**src/rtl/prob_gen_arbiter_if.sv**
```systemverilog
// Bus between the learning-rule requesters and the shared stochastic bit generator.
//   req        : per-requester draw request (level, held until ack)
//   prob       : packed N-bit probabilities, requester i at prob[i*N +: N]
//   seed_load  : load seed_value into the LFSR this cycle
//   seed_value : LFSR load value (0 selects the default seed)
//   ack        : one-hot, one-cycle draw-completion pulse
//   bit_out    : per-requester Bernoulli result, held until that requester's next draw
//   busy       : generator is mid-draw (not IDLE)
interface prob_gen_arbiter_if #(
    parameter int unsigned N       = 7,
    parameter int unsigned NUM_REQ = 4
);
    logic [NUM_REQ-1:0]   req;
    logic [NUM_REQ*N-1:0] prob;
    logic                 seed_load;
    logic [15:0]          seed_value;
    logic [NUM_REQ-1:0]   ack;
    logic [NUM_REQ-1:0]   bit_out;
    logic                 busy;

    modport master (
        output req, prob, seed_load, seed_value,
        input  ack, bit_out, busy
    );

    modport slave (
        input  req, prob, seed_load, seed_value,
        output ack, bit_out, busy
    );
endinterface

```
**src/rtl/prob_gen_arbiter.sv**
```systemverilog
// Round-robin time-shared Bernoulli bit generator backed by one 16-bit Galois LFSR.
// Each granted draw runs IDLE -> DRAW -> RESP; the result is 1 when lfsr[N-1:0] < prob.
//   i_clk : clock
//   i_rst : synchronous active-high reset
//   bus   : slave side of prob_gen_arbiter_if (req/prob/seed in, ack/bit_out/busy out)
module prob_gen_arbiter #(
    parameter int unsigned N         = 7,
    parameter int unsigned NUM_REQ   = 4,
    parameter logic [15:0] LFSR_SEED = 16'hACE1
) (
    input  logic                  i_clk,
    input  logic                  i_rst,
    prob_gen_arbiter_if.slave     bus
);
    localparam int unsigned IDX_W = $clog2(NUM_REQ);
    localparam int unsigned SUM_W = IDX_W + 1;
    localparam logic [15:0] TAPS  = 16'hB400;

    typedef enum logic [1:0] {
        S_IDLE = 2'd0,
        S_DRAW = 2'd1,
        S_RESP = 2'd2
    } state_t;

    state_t             r_state;
    logic [15:0]        r_lfsr;
    logic [IDX_W-1:0]   r_rr_ptr;
    logic [IDX_W-1:0]   r_idx;
    logic [N-1:0]       r_p_lat;
    logic [NUM_REQ-1:0] r_ack;
    logic [NUM_REQ-1:0] r_bit_out;
    logic               r_busy;

    logic               w_grant_vld;
    logic [IDX_W-1:0]   w_grant_idx;
    logic [N-1:0]       w_grant_prob;
    logic [SUM_W-1:0]   w_cand;
    logic [IDX_W-1:0]   w_cand_idx;
    logic               w_hit;
    logic [15:0]        w_lfsr_step;
    logic [15:0]        w_seed;

    // Round-robin search: walk downward so the last match is the first set bit at/after rr_ptr.
    always_comb begin
        w_grant_vld  = 1'b0;
        w_grant_idx  = '0;
        w_grant_prob = '0;
        w_cand       = '0;
        w_cand_idx   = '0;
        for (int k = int'(NUM_REQ) - 1; k >= 0; k--) begin
            w_cand = SUM_W'(r_rr_ptr) + SUM_W'(k);
            if (w_cand >= SUM_W'(NUM_REQ)) begin
                w_cand = w_cand - SUM_W'(NUM_REQ);
            end
            w_cand_idx = IDX_W'(w_cand);
            if (bus.req[w_cand_idx]) begin
                w_grant_vld  = 1'b1;
                w_grant_idx  = w_cand_idx;
                w_grant_prob = bus.prob[w_cand_idx*N +: N];
            end
        end
    end

    // Draw comparison, LFSR next step and zero-safe seed selection.
    always_comb begin
        w_hit       = (r_lfsr[N-1:0] < r_p_lat);
        w_lfsr_step = (r_lfsr >> 1) ^ (r_lfsr[0] ? TAPS : 16'h0000);
        w_seed      = (bus.seed_value == 16'h0000) ? LFSR_SEED : bus.seed_value;
    end

    // FSM, LFSR and registered outputs.
    always_ff @(posedge i_clk) begin
        if (i_rst) begin
            r_state   <= S_IDLE;
            r_lfsr    <= LFSR_SEED;
            r_rr_ptr  <= '0;
            r_idx     <= '0;
            r_p_lat   <= '0;
            r_ack     <= '0;
            r_bit_out <= '0;
            r_busy    <= 1'b0;
        end else begin
            r_ack <= '0;

            // A seed load wins over the DRAW advance; the DRAW compare still sees the old value.
            if (bus.seed_load) begin
                r_lfsr <= w_seed;
            end else if (r_state == S_DRAW) begin
                r_lfsr <= w_lfsr_step;
            end

            case (r_state)
                S_IDLE: begin
                    if (w_grant_vld) begin
                        r_idx   <= w_grant_idx;
                        r_p_lat <= w_grant_prob;
                        r_busy  <= 1'b1;
                        r_state <= S_DRAW;
                    end
                end
                S_DRAW: begin
                    // Registering the result here makes ack/bit_out visible during RESP.
                    r_ack[r_idx]     <= 1'b1;
                    r_bit_out[r_idx] <= w_hit;
                    r_state          <= S_RESP;
                end
                S_RESP: begin
                    r_rr_ptr <= (r_idx == IDX_W'(NUM_REQ - 1)) ? '0 : r_idx + IDX_W'(1);
                    r_busy   <= 1'b0;
                    r_state  <= S_IDLE;
                end
                default: begin
                    r_busy  <= 1'b0;
                    r_state <= S_IDLE;
                end
            endcase
        end
    end

    assign bus.ack     = r_ack;
    assign bus.bit_out = r_bit_out;
    assign bus.busy    = r_busy;
endmodule

```
**src/flat_wrapper.sv**
```systemverilog
// flat-port wrapper written by rule: the top's interface ports become plain ports
module prob_gen_arbiter_flat 
#(
    parameter int unsigned N         = 7,
    parameter int unsigned NUM_REQ   = 4,
    parameter logic [15:0] LFSR_SEED = 16'hACE1
)
  (i_clk, i_rst, bus_req, bus_prob, bus_seed_load, bus_seed_value, bus_ack, bus_bit_out, bus_busy);
  prob_gen_arbiter_if #(.N(N), .NUM_REQ(NUM_REQ)) bus_i ();
  input  logic i_clk;
  input  logic i_rst;
  input wire logic [$bits(bus_i.req)-1:0] bus_req;
  input wire logic [$bits(bus_i.prob)-1:0] bus_prob;
  input wire logic [$bits(bus_i.seed_load)-1:0] bus_seed_load;
  input wire logic [$bits(bus_i.seed_value)-1:0] bus_seed_value;
  output wire logic [$bits(bus_i.ack)-1:0] bus_ack;
  output wire logic [$bits(bus_i.bit_out)-1:0] bus_bit_out;
  output wire logic [$bits(bus_i.busy)-1:0] bus_busy;
  assign bus_i.req = bus_req;
  assign bus_i.prob = bus_prob;
  assign bus_i.seed_load = bus_seed_load;
  assign bus_i.seed_value = bus_seed_value;
  assign bus_ack = bus_i.ack;
  assign bus_bit_out = bus_i.bit_out;
  assign bus_busy = bus_i.busy;
  prob_gen_arbiter #(.N(N), .NUM_REQ(NUM_REQ), .LFSR_SEED(LFSR_SEED)) u_core (.i_clk(i_clk), .i_rst(i_rst), .bus(bus_i));
endmodule
```
**config.mk**
```make
export PLATFORM = sky130hd
export DESIGN_NAME = prob_gen_arbiter_flat
export DESIGN_NICKNAME = d
export VERILOG_FILES = /design/src/rtl/prob_gen_arbiter_if.sv /design/src/rtl/prob_gen_arbiter.sv /design/src/flat_wrapper.sv
export SDC_FILE = /design/constraint.sdc
export NUM_CORES = 1
export LEC_CHECK = 0
export CAP_MARGIN = 10
export CORE_MARGIN = 5
export CORE_UTILIZATION = 57
export CTS_BUF_LIST = sky130_fd_sc_hd__clkbuf_4 sky130_fd_sc_hd__clkbuf_8
export DETAILED_ROUTE_END_ITERATION = 8
export PLACE_DENSITY = 0.89
export SKIP_LAST_GASP = 1
export SYNTH_ARGS = -nofsm -noshare
export SYNTH_HDL_FRONTEND = slang
export SYNTH_SLANG_ARGS = --single-unit
```
**constraint.sdc**
```tcl
create_clock -name i_clk -period 3.4 [get_ports i_clk]
set_clock_uncertainty 0.05 [all_clocks]
set_input_delay 0.68 -clock i_clk [delete_from_list [all_inputs] [get_ports i_clk]]
set_output_delay 0.68 -clock i_clk [all_outputs]
set_load 0.03 [all_outputs]
```
==> summary.txt <==
Run status
  – Outcome: finished, final reports clean

Setup path
  – Critical Path Sink Type: register
  – Reg2Reg Setup Slack: about 1.3 ns
  – Setup crit start kind: primary input
  – Reg2Reg Depth: 6
  – Critical path cell sequence: clkdlybuf4s50_1, nor4_1, or3_1, a221oi_2, o21ai_1, o21a_1
  – Worst reg2reg endpoint: u_core.r_p_lat[5]
  – Setup CP Type: in2reg
  – Required @ worst endpoint: 3.54 ns
  – CP Max Fanout: 14
  – CP max-delay cell: clkdlybuf4s50_1
  – Reg2reg start: u_core.r_rr_ptr[1]
  – CP peak stage delay: between 0.7 and 0.8 ns
  – CP startpoint: bus_req[3]
  – Worst path arrival time: about 2.7 ns
  – Crit path capture: u_core.r_p_lat[5]

Synthesis
  – Synth area leaders: dfxtp_1, mux2i_1, ha_1
  – Syn Nets: 385
  – Synth Flop Type: dfxtp_1
  – Seq/Total Area, Yosys: 0.271
  – Top cell type's share of synthesized area: 0.271
  – Cell count after synthesis: 324
  – Syn. warnings: 0
  – #FFs+latches synth: 38
  – Post-synth ARST share: 0
  – Post-synth EDFFs: 0
  – Post-synth top area cell: dfxtp_1
  – Cell variety after synth: 53
  – Avg Cell Area, Syn: 8.65 um2
  – Synthesized cell area: 2800 um2

GRT
  – Vias in the first global route: about 2,700
  – First-pass GRT wire length: 12,100 um
  – Grt total ovfl: 0
  – Largest net degree at the start of global routing: 37
  – Initial antenna violation count: 0
  – GRT Overall Usage: 0.231

Floorplanning
  – Die ar.: 6420 um2
  – Initial core utilization: 0.589
  – Core Region: ~4800 um2
  – Top-Level Pins: 60
  – Cell Rows: 25
  – Width of the die: between 80 and 90 um
  – Die Span Y: 80.1 um

Routing
  – Wirelength per Cell: 16.0 um
  – DRT Pass-1 Iters: 4
  – Vias per cell: 6.11
  – Final wirelength: 7040 um
  – Vias: 2,682
  – Final routed DRC violation total: 0
  – Post-detailed-route count of antenna-violating nets: 0
  – 1st-iter DRT viols: 135

Clock network
  – Cts hold-fix bufs: 0
  – Clock sink count: 38
  – Clock root buffer: clkbuf_8
  – Resize count post-CTS: 0
  – H-tree depth: 2
  – Setup Buffers After CTS: 0
  – Clock latency on the worst-skew pair: 0.29 ns
  – Num CTS Buffers: 5
  – Clock transition at path regs: 0.07 ns
  – Max clock buf depth: 2
  – CTS tree: built

STA
  – Tcrit/Tclk final: 0.745
  – Unrepaired setup endpoints after global routing: false
  – Setup_tns: 0 ns
  – Final worst-path setup slack: 0.868 ns
  – Worst-margin pin slew: 0.693 ns
  – Worst slew margin: 0.525
  – Max-slew violations: 0
  – Final setup fails: 0
  – Crit path time final: between 2 and 3 ns
  – Final Hold Viols: 0
  – Fmax: 395 MHz

Power and ir drop
  – Pwr Density: 382 nW/um2
  – Peak supply drop: 0.182 mV
  – Leak Pwr: 1.25 nW
  – Tot Pwr: 1.35 mW

Layout
  – Most frequent cells in the layout: clkdlybuf4s50_1, dfxtp_1, nor2_1, nand2_1, a21oi_1
  – Final cell utilization of the core: 0.743
  – Ant. Diodes: 0
  – Fillers: about 380
  – # nets final: around 430
  – Commonest non-fill, non-tap cell in the layout: clkdlybuf4s50_1
  – Area of the multi-input gates: about 1900 um2
  – FF+latch area: 762 um2
  – Synth-to-Final Area Change: 26.0%
  – Share of layout cells above drive strength 1: 0.108

Placement
  – Dpl hpwl: ~5300 um
  – Routability cong.: 0.824
  – Dpl ws: 0.578 ns
  – PortBufs: 59

Job
  – Max Cap Violations: 0

Hold path
  – Min-Delay Path Class: reg2reg
## worst max-delay path, delay by kind of cell
kind,cells,cell delay [ns]
buffers and inverters,1,0.72
and+or+nand+nor,2,0.65
AOI/OAI and AO/OA,3,0.61
## where the power goes
| group | switching [mW] | internal, mW |
|---|---|---|
| sequential | 0.0283 | 0.479 |
| clock | 0.158 | 0.313 |
| combinational | 0.184 | 0.187 |
| total | 0.370 | 0.980 |
## layer usage
metal | part of all wire | track usage | up-vias
met5 | 0 | 0 | -
met4 | 0.013 | 0.0709 | 0
met3 | 0.065 | 0.0336 | 10
met2 | 0.52 | 0.424 | 97
met1 | 0.41 | 0.274 | 1281
li1 | - | - | 1294
## worst min-delay path by stage
stage / slack, ns / to / cells after the start / start
floorplan: 0.42 / u_core.r_idx[1] / 2 / u_core.r_idx[1]
global placement: 0.43 / u_core.bus.busy / 2 / u_core.bus.busy
detailed placement: 0.46 / u_core.bus.bit_out[1] / 2 / u_core.bus.bit_out[1]
CTS: 0.47 / u_core.bus.bit_out[1] / 2 / u_core.bus.bit_out[1]
global route: 0.51 / u_core.bus.bit_out[1] / 2 / u_core.bus.bit_out[1]
finish: 0.47 / u_core.bus.bit_out[1] / 2 / u_core.bus.bit_out[1]
## cell families after synthesis
logic type,after synthesis,share of synthesized area
AO/OA/AOI/OAI,77,0.200
XOR/XNOR,3,0.00938
adder cells (fa/ha/maj),10,0.0446
buffers and inverters,38,0.0679
flip-flops,38,0.271
multiplexers,44,0.186
AND/OR/NAND/NOR,114,0.221
## metrics by stage
stage	hold WS, ns	instance area [um2]	std cells
2_1_floorplan	0.419	2800	324
3_3_place_gp	0.434	3390	431
3_5_place_dp	0.458	3390	431
4_1_cts	0.472	3530	439
5_1_grt	0.514	3530	439
6_report	0.470	3530	439
## sequential cells by signal, indices dropped and copies added, names as in the netlist
register,count
u_core.r_lfsr,16
u_core.r_p_lat,7
u_core.bus.ack,4
u_core.bus.bit_out,4
u_core.r_idx,2
u_core.r_rr_ptr,2
u_core.r_state,2
u_core.bus.busy,1
## cells in the mapped netlist, types with 7 or more instances
library cell / n
inv_1: 10
o21ai_1: 7
a21oi_1: 19
nor2_1: 29
nor4_1: 7
mux2_1: 11
buf_2: 11
nand2_1: 28
a221oi_1: 7
o22ai_1: 8
clkbuf_1: 10
mux2_2: 11
nand2b_1: 12
ha_1: 10
dfxtp_1: 38
nand3b_1: 9
mux2i_1: 17
## layout make-up
class                           instances  area share
Clock buffer                            6      0.0234
Clock inverter                          2      0.0170
Inverter                               12      0.0128
Multi-Input combinational cell        248       0.525
Sequential cell                        38       0.216
Tap cell                               67      0.0237
Timing Repair Buffer                   66       0.182
Power figures use the tool's default switching activity.
